File: src/rtl/reaction_pkg.sv
// Shared types and constants for the LED reaction game round sequencer.
package reaction_pkg;

  typedef enum logic [1:0] {
    GS_READY = 2'd0,
    GS_RUN   = 2'd1,
    GS_WIN   = 2'd2,
    GS_LOSE  = 2'd3
  } game_state_t;

  localparam int LED_COUNT  = 10;
  localparam int NUM_LEVELS = 3;

  // Larger of two unsigned values, used to size the shared tick counter.
  function automatic int unsigned max_u(input int unsigned a, input int unsigned b);
    return (a > b) ? a : b;
  endfunction

  // Bits needed to count 0..n-1, never less than one bit.
  function automatic int unsigned cnt_width(input int unsigned n);
    return (n > 1) ? $clog2(n) : 1;
  endfunction

endpackage

File: src/rtl/key_debounce.sv
// Push-button conditioner: 2-FF synchronizer, stability counter and a
// one-cycle pulse on the debounced press (1->0) edge. Button is active-low.
module key_debounce
  import reaction_pkg::*;
#(
  parameter int unsigned DEBOUNCE = 500_000
) (
  input  logic clk,
  input  logic rst_n,
  input  logic key_n,
  output logic press_pulse
);

  localparam int CW = cnt_width(DEBOUNCE);

  logic          sync1_q, sync1_d;
  logic          sync2_q, sync2_d;
  logic          deb_q, deb_d;
  logic [CW-1:0] cnt_q, cnt_d;
  logic          pulse_q, pulse_d;

  // Next-state: the debounced level follows the synchronized key only after
  // it has disagreed for DEBOUNCE consecutive cycles; any agreement restarts.
  always_comb begin
    sync1_d = key_n;
    sync2_d = sync1_q;
    deb_d   = deb_q;
    cnt_d   = '0;
    if (sync2_q != deb_q) begin
      if (cnt_q == CW'(DEBOUNCE - 1)) begin
        deb_d = sync2_q;
      end else begin
        cnt_d = cnt_q + 1'b1;
      end
    end
    pulse_d = deb_q & ~deb_d;
  end

  // State registers; reset leaves the key in the released state.
  always_ff @(posedge clk or negedge rst_n) begin
    if (!rst_n) begin
      sync1_q <= 1'b1;
      sync2_q <= 1'b1;
      deb_q   <= 1'b1;
      cnt_q   <= '0;
      pulse_q <= 1'b0;
    end else begin
      sync1_q <= sync1_d;
      sync2_q <= sync2_d;
      deb_q   <= deb_d;
      cnt_q   <= cnt_d;
      pulse_q <= pulse_d;
    end
  end

  assign press_pulse = pulse_q;

endmodule

File: src/rtl/reaction_round_ctrl.sv
// Round sequencer for the LED reaction game: level-dependent sweep tick,
// ten-LED chaser, press judgement and READY/RUN/WIN/LOSE progression.
module reaction_round_ctrl
  import reaction_pkg::*;
#(
  parameter int unsigned TICK_L1      = 50_000_000,
  parameter int unsigned TICK_L2      = 25_000_000,
  parameter int unsigned TICK_L3      = 12_500_000,
  parameter int unsigned READY_TICK   = 25_000_000,
  parameter int unsigned READY_BLINKS = 8,
  parameter int unsigned TARGET       = 5,
  parameter int unsigned DEBOUNCE     = 500_000
) (
  input  logic                 MAX10_CLK1_50,
  input  logic                 reset_n,
  input  logic                 press_n,
  output logic [LED_COUNT-1:0] led,
  output game_state_t          game_state,
  output logic [1:0]           level,
  output logic                 hit_pulse,
  output logic                 miss_pulse
);

  localparam int unsigned MAX_P =
    max_u(max_u(TICK_L1, TICK_L2), max_u(TICK_L3, READY_TICK));
  localparam int CW = cnt_width(MAX_P);
  localparam int BW = cnt_width(READY_BLINKS + 1);
  localparam logic [3:0] LAST_POS = 4'(LED_COUNT - 1);

  game_state_t          state_q, state_d;
  logic [1:0]           level_q, level_d;
  logic [LED_COUNT-1:0] led_q, led_d;
  logic [3:0]           pos_q, pos_d;
  logic [BW-1:0]        blink_q, blink_d;
  logic [CW-1:0]        cnt_q, cnt_d;
  logic                 hit_q, hit_d;
  logic                 miss_q, miss_d;

  logic [CW-1:0]        period_m1;
  logic                 tick;
  logic                 press_evt;
  logic [3:0]           step_pos;
  logic [LED_COUNT-1:0] step_led;

  key_debounce #(
    .DEBOUNCE(DEBOUNCE)
  ) u_key_debounce (
    .clk        (MAX10_CLK1_50),
    .rst_n      (reset_n),
    .key_n      (press_n),
    .press_pulse(press_evt)
  );

  // Terminal count of the tick counter for the current state and level.
  always_comb begin
    period_m1 = CW'(READY_TICK - 1);
    if (state_q == GS_RUN) begin
      case (level_q)
        2'd1:    period_m1 = CW'(TICK_L1 - 1);
        2'd2:    period_m1 = CW'(TICK_L2 - 1);
        default: period_m1 = CW'(TICK_L3 - 1);
      endcase
    end
  end

  assign tick     = (cnt_q == period_m1);
  assign step_pos = (pos_q == 4'd0) ? LAST_POS : pos_q - 4'd1;

  // One-hot image of the position the sweep moves to on the next tick.
  for (genvar gi = 0; gi < LED_COUNT; gi++) begin : g_step_led
    assign step_led[gi] = (step_pos == 4'(gi));
  end

  // FSM next-state and datapath; a judged press wins over a same-cycle tick.
  always_comb begin
    state_d = state_q;
    level_d = level_q;
    led_d   = led_q;
    pos_d   = pos_q;
    blink_d = blink_q;
    cnt_d   = cnt_q + 1'b1;
    hit_d   = 1'b0;
    miss_d  = 1'b0;
    case (state_q)
      GS_READY: begin
        if (tick) begin
          cnt_d = '0;
          if (blink_q == BW'(READY_BLINKS)) begin
            state_d = GS_RUN;
            led_d   = '0;
            led_d[LAST_POS] = 1'b1;
            pos_d   = LAST_POS;
            blink_d = '0;
          end else begin
            led_d[TARGET] = ~led_q[TARGET];
            blink_d       = blink_q + 1'b1;
          end
        end
      end
      GS_RUN: begin
        if (press_evt) begin
          cnt_d = '0;
          if (pos_q == 4'(TARGET)) begin
            hit_d = 1'b1;
            if (level_q == 2'(NUM_LEVELS)) begin
              state_d = GS_WIN;
              led_d   = '1;
            end else begin
              state_d = GS_READY;
              level_d = level_q + 2'd1;
              led_d   = '0;
            end
          end else begin
            miss_d  = 1'b1;
            state_d = GS_LOSE;
            led_d   = '0;
          end
        end else if (tick) begin
          cnt_d = '0;
          pos_d = step_pos;
          led_d = step_led;
        end
      end
      GS_WIN: begin
        cnt_d = '0;
        led_d = '1;
      end
      GS_LOSE: begin
        cnt_d = '0;
        led_d = '0;
      end
    endcase
  end

  // State register; reset returns to READY at level 1 with the sweep parked at 9.
  always_ff @(posedge MAX10_CLK1_50 or negedge reset_n) begin
    if (!reset_n) begin
      state_q <= GS_READY;
      level_q <= 2'd1;
      led_q   <= '0;
      pos_q   <= LAST_POS;
      blink_q <= '0;
      cnt_q   <= '0;
      hit_q   <= 1'b0;
      miss_q  <= 1'b0;
    end else begin
      state_q <= state_d;
      level_q <= level_d;
      led_q   <= led_d;
      pos_q   <= pos_d;
      blink_q <= blink_d;
      cnt_q   <= cnt_d;
      hit_q   <= hit_d;
      miss_q  <= miss_d;
    end
  end

  assign led        = led_q;
  assign game_state = state_q;
  assign level      = level_q;
  assign hit_pulse  = hit_q;
  assign miss_pulse = miss_q;

endmodule
File: config.mk
export PLATFORM = sky130hd
export DESIGN_NAME = reaction_round_ctrl
export DESIGN_NICKNAME = d
export VERILOG_FILES = /design/src/rtl/reaction_pkg.sv /design/src/rtl/key_debounce.sv /design/src/rtl/reaction_round_ctrl.sv
export SDC_FILE = /design/constraint.sdc
export NUM_CORES = 1
export LEC_CHECK = 0
export BUFFER_PORTS_ARGS = -buffer_cell sky130_fd_sc_hd__buf_2
export CAP_MARGIN = 25
export CORE_MARGIN = 2
export CORE_UTILIZATION = 25
export DETAILED_ROUTE_END_ITERATION = 10
export PLACE_DENSITY = 0.52
export SYNTH_ARGS = -nofsm -noshare
export SYNTH_HDL_FRONTEND = slang
export SYNTH_HIERARCHICAL = 1
export SYNTH_SLANG_ARGS = --single-unit
File: constraint.sdc
create_clock -name MAX10_CLK1_50 -period 2.3 [get_ports MAX10_CLK1_50]
set_input_delay 0.345 -clock MAX10_CLK1_50 [delete_from_list [all_inputs] [get_ports MAX10_CLK1_50]]
set_output_delay 0.345 -clock MAX10_CLK1_50 [all_outputs]
set_load 0.01 [all_outputs]
======== Word-level counts from Yosys, hierarchy flattened ========
Index checks and enable logic that the tools add are counted.
storage, ports and cells
  register bits ........................... 73
  input port bits ......................... 3
  output and inout bits ................... 16
  logic and storage cells ................. 97
cells by class
  add/sub/neg operators ................... 5
  equality and inequality tests ........... 26
  multiplexer cells ....................... 37
  bitwise logic cells ..................... 4
  reductions and logical operators ........ 11
operator list
  kind                                            count
  two-way mux 26 bit                              3
  one-hot mux 26 bit (3 select lines)             1
  one-hot mux 26 bit (2 select lines)             1
  two-way mux 10 bit                              5
  one-hot mux 10 bit (4 select lines)             1
  two-way mux 19 bit                              2
  two-way mux 4 bit                               7
  adder 26 x 1 -> 26 bit (second input constant)  1
  == test 26 bit                                  1
  == test 4 x 3 -> 1 bit (second input constant)  5
  adder 19 x 1 -> 19 bit (second input constant)  1
  == test 19 bit (second input constant)          1
  == test 4 bit (second input constant)           3
  two-way mux 2 bit                               5
  two-way mux 1 bit                               9
  == test 2 bit (second input constant)           4
  == test 4 x 2 -> 1 bit (second input constant)  2
  zero test 4 bit                                 2
  inequality test 2 bit (second input constant)   4
  one-hot mux 4 bit (2 select lines)              1
  AND reduction 4 bit                             2
  two-way mux 5 bit                               1
  AND reduction 5 bit                             1
  adder 4 x 1 -> 4 bit (second input constant)    1
  15 further kinds                                19

======== Depth between registers and ports, before layout ========
Gate-level depths: netlist of run 1.
  depth after elaboration ................. 7
  depth in mapped cells ................... 8
  gate-level depth less buffers ........... 7

======== Hierarchy ========
The synthesis of run 1 kept the hierarchy.
modules (own cells, without submodules)
  module               instances  cells each  area each (um^2)  sequential area each (um^2)
  reaction_round_ctrl  1          295         2822.7            1255.0
  key_debounce         1          110         1122.3            579.3

======== Worst setup path after synthesis of run 1 ========
OpenSTA, ideal clock, no wires.
  kind .................................... reg-to-reg
  start point ............................. reg level_q[0], in the netlist level[0]
  end point ............................... reg blink_q[1]
  data arrival time ....................... 2.142 ns
  data required time ...................... 2.175 ns
  setup slack ............................. 0.034 ns
  cell stages (with the launch flop) ...... 8
  path buffers ............................ 0
  cell sequence ........................... dfstp_2 inv_1 ha_1 nor4b_1 nand4_1 o21a_1 nor4_2 mux2_2
on the way
  word-level cells in the longest chain between the ends .. 5
RTL lines
  what                                                     RTL line                    RTL
  from (decl)                                              reaction_round_ctrl.sv:31   logic [1:0] level_q, level_d;
  from (signal assigned)                                   reaction_round_ctrl.sv:148  level_q <= level_d;
  == test 2 bit or == test 2 x 1 -> 1 bit (tied branches)  reaction_round_ctrl.sv:58   case (level_q)
  one-hot mux 26 bit (2 select lines) *                    reaction_round_ctrl.sv:58
  two-way mux 26 bit *                                     reaction_round_ctrl.sv:57   if (state_q == GS_RUN) begin
  == test 26 bit *                                         reaction_round_ctrl.sv:66   assign tick = (cnt_q == period_m1);
  AND reduction 2 bit (no source line) *                   -
  to (signal assigned)                                     reaction_round_ctrl.sv:151  blink_q <= blink_d;
  to (decl)                                                reaction_round_ctrl.sv:34   logic [BW-1:0] blink_q, blink_d;
Every way passes the cells marked *; elsewhere a longest branch is shown, timed or not.
A chain may end at the register's enable or synchronous reset.

======== Final worst setup path of run 1 ========
  start point ............................. reg level_q[0], in the netlist level[0]
  end point ............................... reg blink_q[3]
The elaborated chain is that of the path after synthesis.

==> impl_metrics.tcl, run 1 <==
set metrics [dict create \
    cts_tree "yes" \
    layout_common_cells "dfrtp_1 (67), nor2_1 (64), xnor2_1 (33)" \
    cp-start-kind "flip-flop" \
    ys_warn_count 6 \
    worst_pin_slew_ns 0.5243 \
    layout_commonest_cell "dfrtp_1" \
    timing.rr.start "level[0]" \
    grt_max_degree 41 \
    total_power_mw 2.943 \
    timing.critical_path.cells "inv_2 > ha_4 > nor4b_2 > nand4_1 > o21a_4 > buf_4 > or4_4 > o211ai_2" \
    wl_mm 8.731 \
    regToRegEndpoint "blink_q[3]" \
    violations "hold timing" \
    reg2reg_slack_ns 0.11 \
    ant_nets 0 \
    cp-startpoint "level[0]" \
    timing.slew.headroom_pct 65.05 \
    place_inst 642 \
    wl_per_cell_um 13.27 \
    grt_pass1_wl_mm 15.26 \
    start_util_pct 25.76 \
    rsz0062_at_grt "no" \
    drc_errors 0 \
    hpwl_mm 6.119 \
    crit_slowest_cell "dfstp_2" \
    cp-end-kind "flip-flop" \
    fin_crit_ns 2.186 \
    fmax_mhz 457.5 \
    area_growth_pct 21.41 \
    async_flop_share_pct 100.0 \
    fin_hold_ws_ns -0.007191 \
    worstPathMaxFanout 5 \
    grtUsageTotal_pct 11.28 \
    power_density_mw_per_mm2 614.4 \
    numCtsBuffers 9 \
    die_h_um 129.6 \
    drt-initial-drc-count 178 \
    io_pins 19 \
    synthFlopType "dfrtp_1" \
    arrival_ns 2.44 \
    drv_slew 0 \
    grt_overflow 0 \
    cts_buffer_depth 2 \
    num_antenna_cells 0 \
    fin_crit_sh_pct 95.03 \
    cts-htree-levels 3 \
    via_per_inst 4.626 \
    synth_edf_count 0 \
    p_leak_nw 1.946 \
    ys_seq_area_share_pct 46.50 \
    cp.required_ns 2.56 \
    status "complete, but fails checks" \
    layout.nets 454 \
    firstDrtPassIters 4 \
    core_area_mm2 0.01531 \
    dieArea_mm2 0.01680 \
    vias 3044 \
    peakVddDrop_mv 0.4370 \
    place.gp.congestion 0.8417 \
    grt_pass1_vias 3094 \
    drive_gt1_share_pct 20.13 \
    min_path_type "primary input to async pin" \
    fin_area_mm2 0.004790 \
    worstRegToRegCells 8 \
    maxCapViolCount 0 \
    chipWidth_um 129.6 \
    place.port_buffers 18 \
    syn_avg_cell_area_um2 9.741 \
    path_clk_slew_ns 0.06 \
    syn_nets 415 \
    grt_antenna_before_repair 0 \
    synthCells 405 \
    finClkSkew_ns 0.007648 \
    synth.distinct_cells 61 \
    placed_area_mm2 0.004405 \
    setup_viol 0 \
    crit_type "flip-flop to flip-flop" \
    ys_ff_latch 73 \
    finalHoldViolations 5 \
    max_stage_delay_ns 0.54 \
    numClockSinks 73 \
    netlist_area_mm2 0.003945 \
    cts-root-buf "clkbuf_16" \
    rows 45 \
    final_cells 658 \
    clk_latency_ns 0.33 \
]
-- per-stage QoR --
step           setup TNS (ns)  util (%)  worst slack (ns)  hold WS [ns]
6_report                    0     31.27            0.1143     -0.007191
5_1_grt                     0     31.27         0.0002651       0.02789
4_1_cts                     0     31.02           0.02104      0.008774
3_5_place_dp          -0.2558     28.77           -0.1132        0.3478
3_3_place_gp         -0.01958     28.77          -0.01958        0.3481
2_1_floorplan               0         -           0.03379       0.04941
-- cells in the mapped netlist, types with 8 or more instances --
cell type / instances / share of area, %
o21ai_0: 9 / 1.1
nor3_1: 21 / 2.7
xor2_1: 9 / 2.0
nor4_1: 8 / 1.3
dfrtp_1: 67 / 42
a2bb2oi_1: 8 / 1.8
nand2_1: 26 / 2.5
nor2_1: 64 / 6.1
inv_1: 16 / 1.5
nand3_1: 17 / 2.2
xnor2_1: 33 / 7.3
nand4_1: 14 / 2.2
-- sequential cells by signal, summed over array words and instances, names as in the netlist, 2 cells and up --
| register | flops |
|---|---|
| blink_q | 4 |
| cnt_q | 26 |
| game_state | 2 |
| led | 10 |
| level | 2 |
| pos_q | 4 |
| u_key_debounce/cnt_q | 19 |
-- logic make-up after synthesis --
family	count (synthesis)	share of synthesized area (%)
compound gates	50	10.28
buf+inv	31	3.584
xor+xnor	42	9.325
simple gates	194	25.91
fa+ha+maj	7	2.220
flops	73	46.50
mux	8	2.188
-- worst max-delay path by stage --
stage                     cells past startpoint         end  slack [ns]
after floorplan                               7  blink_q[1]        0.03
after global routing                          8  blink_q[3]      0.0003
after CTS                                     7    pos_q[0]        0.02
after global placement                        8  blink_q[3]       -0.02
final                                         8  blink_q[3]        0.11
after detailed placement                      7    pos_q[0]       -0.11
-- worst max-delay path: cells and delay by family (launching register included) --
family                     cells  cell delay, ns
AOI/OAI and AO/OA              2            0.29
adders and majority gates      1            0.16
DFF                            1            0.54
and+or+nand+nor                3            0.93
buffers and inverters          2            0.19
-- per-layer routing --
metal / vias up / track usage [%] / wire length [um] / part of all wire, %
li1: 1500 / - / - / -
met1: 1512 / 15.50 / 4393 / 50
met2: 26 / 17.43 / 4055 / 46
met3: 6 / 2.725 / 229 / 2.6
met4: 0 / 3.795 / 53 / 0.61
met5: - / 0 / 0 / 0
-- repair_timing --
item                       in CTS  in global routing
resized for setup               3                  5
cloned                          0                  1
pin swaps                       0                  3
setup buffers                   0                  1
hold buffers                    0                  0
setup endpoints to repair      13                 43
-- power breakdown --
| group | leakage (nW) | internal (mW) | switching [mW] |
|---|---|---|---|
| Sequential | 0.982 | 1.29 | 0.00727 |
| Clock | 0.162 | 1.08 | 0.515 |
| Combinational | 0.803 | 0.0139 | 0.0361 |
-- cell type report --
class                   instances  area [um^2]
clock buffers                  11        242.7
clock inverters                 3        90.09
fillers                      1630        10530
inverters                      16        60.06
multi-input cells             302         2013
flip-flops and latches         73         1834
well taps                     211        264.0
repair buffers                 42        285.3
(Power assumes the default switching activity.)
==> inputs of run 2 (changes only) <==
--- a/config.mk
+++ b/config.mk
@@ -11,6 +11,7 @@
 export CORE_UTILIZATION = 25
 export DETAILED_ROUTE_END_ITERATION = 10
 export PLACE_DENSITY = 0.52
+export REMOVE_ABC_BUFFERS = 1
 export SYNTH_ARGS = -nofsm -noshare
 export SYNTH_HDL_FRONTEND = slang
 export SYNTH_HIERARCHICAL = 1
==> impl_metrics.tcl, run 2 (synthesis gave the netlist of run 1 again) <==
set metrics [dict create \
    wl_per_cell_um 13.50 \
    place_inst 636 \
    largest-register "cnt_q" \
    cp.required_ns 2.57 \
    finalHoldViolations 0 \
    grt_antenna_before_repair 0 \
    chipWidth_um 129.6 \
    max_stage_delay_ns 0.55 \
    largest_register_ffs 26 \
    maxCapViolCount 0 \
    p_leak_nw 1.895 \
    cts-htree-levels 3 \
    critical_path_buf_inv_count 1 \
    die_h_um 129.6 \
    utilization_pct 30.65 \
    fin_hold_ws_ns 0.1099 \
    vias 3046 \
    power_density_mw_per_mm2 585.1 \
    worst_pin_slew_ns 0.6114 \
    timing.critical_path.cells "inv_2 > ha_2 > and3_4 > o221ai_4 > or4_1 > a211oi_2" \
    crit_family "simple AND/OR/NAND/NOR gates" \
    arrival_ns 2.47 \
    cp-end-kind "flip-flop" \
    layout.nets 448 \
    io_pins 19 \
    via_per_inst 4.657 \
    finClkSkew_ns 0.01013 \
    drc_errors 0 \
    rsz0062_at_grt "no" \
    grt_pass1_vias 2990 \
    setup_viol 0 \
    grt_max_degree 44 \
    peakVddDrop_mv 0.3605 \
    grtUsageTotal_pct 11.44 \
    status "finished, final reports clean" \
    firstDrtPassIters 4 \
    dieArea_mm2 0.01680 \
    hpwl_mm 6.046 \
    cts_buffer_depth 2 \
    path_clk_slew_ns 0.06 \
    fmax_mhz 454.6 \
    wl_mm 8.830 \
    core_area_mm2 0.01531 \
    numCtsBuffers 9 \
    start_util_pct 25.76 \
    ant_nets 0 \
    clk_latency_ns 0.34 \
    grt_pass1_wl_mm 15.12 \
    fin_crit_sh_pct 95.64 \
    layout_commonest_cell "dfrtp_1" \
    fin_crit_ns 2.200 \
    place.port_buffers 18 \
    post_cts_buffers 0 \
    cts_tree "yes" \
    drive_gt1_share_pct 18.74 \
    place.gp.congestion 0.8396 \
    layout_common_cells "dfrtp_1 (67), nor2_1 (64), xnor2_1 (33)" \
    crit_slowest_cell "or4_1" \
    cp-start-kind "flip-flop" \
    rows 45 \
    worstPathMaxFanout 14 \
    timing.slew.headroom_pct 58.86 \
    min_path_type "primary input to flip-flop" \
    area_growth_pct 18.97 \
    crit_type "flip-flop to flip-flop" \
    drv_slew 0 \
    num_antenna_cells 0 \
    grt_overflow 0 \
    final_cells 654 \
    cts-root-buf "clkbuf_16" \
    drt-initial-drc-count 210 \
    numClockSinks 73 \
]
## run 2: what timing repair did
action,CTS,global route
setup endpoints to repair,5,35
endpoints found under the hold margin,27,0
hold buffers,1,0
resized for setup,1,6
cloned,0,1
pin swaps,0,2
## run 2: cell type report
type | instances | area (um^2)
Inverter | 16 | 60.06
Tap cell | 211 | 264.0
Sequential cell | 73 | 1834
Timing Repair Buffer | 36 | 242.7
Clock buffer | 13 | 250.2
Multi-Input combinational cell | 302 | 2002
Fill cell | 1600 | 10620
Clock inverter | 3 | 40.04
## run 2: worst paths after layout
| path | startpoint | end | slack (ns) | cells after the start |
|---|---|---|---|---|
| max in group asynchronous | reset_n | pos_q[3] | 1.17 | 3 |
| min reg2reg | u_key_debounce/sync1_q | u_key_debounce/sync2_q | 0.36 | 0 |
| max reg2reg | level[0] | pos_q[0] | 0.10 | 6 |
| max | level[0] | pos_q[0] | 0.10 | 6 |
| min in group asynchronous | reset_n | cnt_q[19] | 0.50 | 2 |
| min | press_n | u_key_debounce/sync1_q | 0.11 | 1 |
## run 2: where the power goes
part           total [mW]  switching [mW]  internal, mW
clock network        1.40           0.529         0.867
registers            1.30         0.00829          1.29
logic              0.0493          0.0355        0.0139
## run 2: per-layer routing
metal / track usage [%] / wire, um
met1: 15.25 / 4211
met2: 17.49 / 4119
met3: 4.211 / 404
met4: 3.163 / 94
met5: 0 / 0
## run 2: per-stage QoR
stage	power [mW]	area, um^2	TNS [ns]	worst slack (ns)
after floorplan	1.333	3864	-2.592	-0.3549
after global placement	1.374	4360	-0.005916	-0.005916
after detailed placement	1.375	4360	-0.09718	-0.05559
after CTS	2.801	4662	0	0.004836
after global routing	2.870	4693	0	0.001166
final	2.746	4693	0	0.1002
## run 2: worst reg2reg max path, delay by kind of cell, from the launching register on
family                     cells  cell delay (ns)
buffers and inverters          1             0.04
DFF                            1             0.53
AOI/OAI and AO/OA              2             0.45
and+or+nand+nor                2             0.74
adders and majority gates      1             0.35
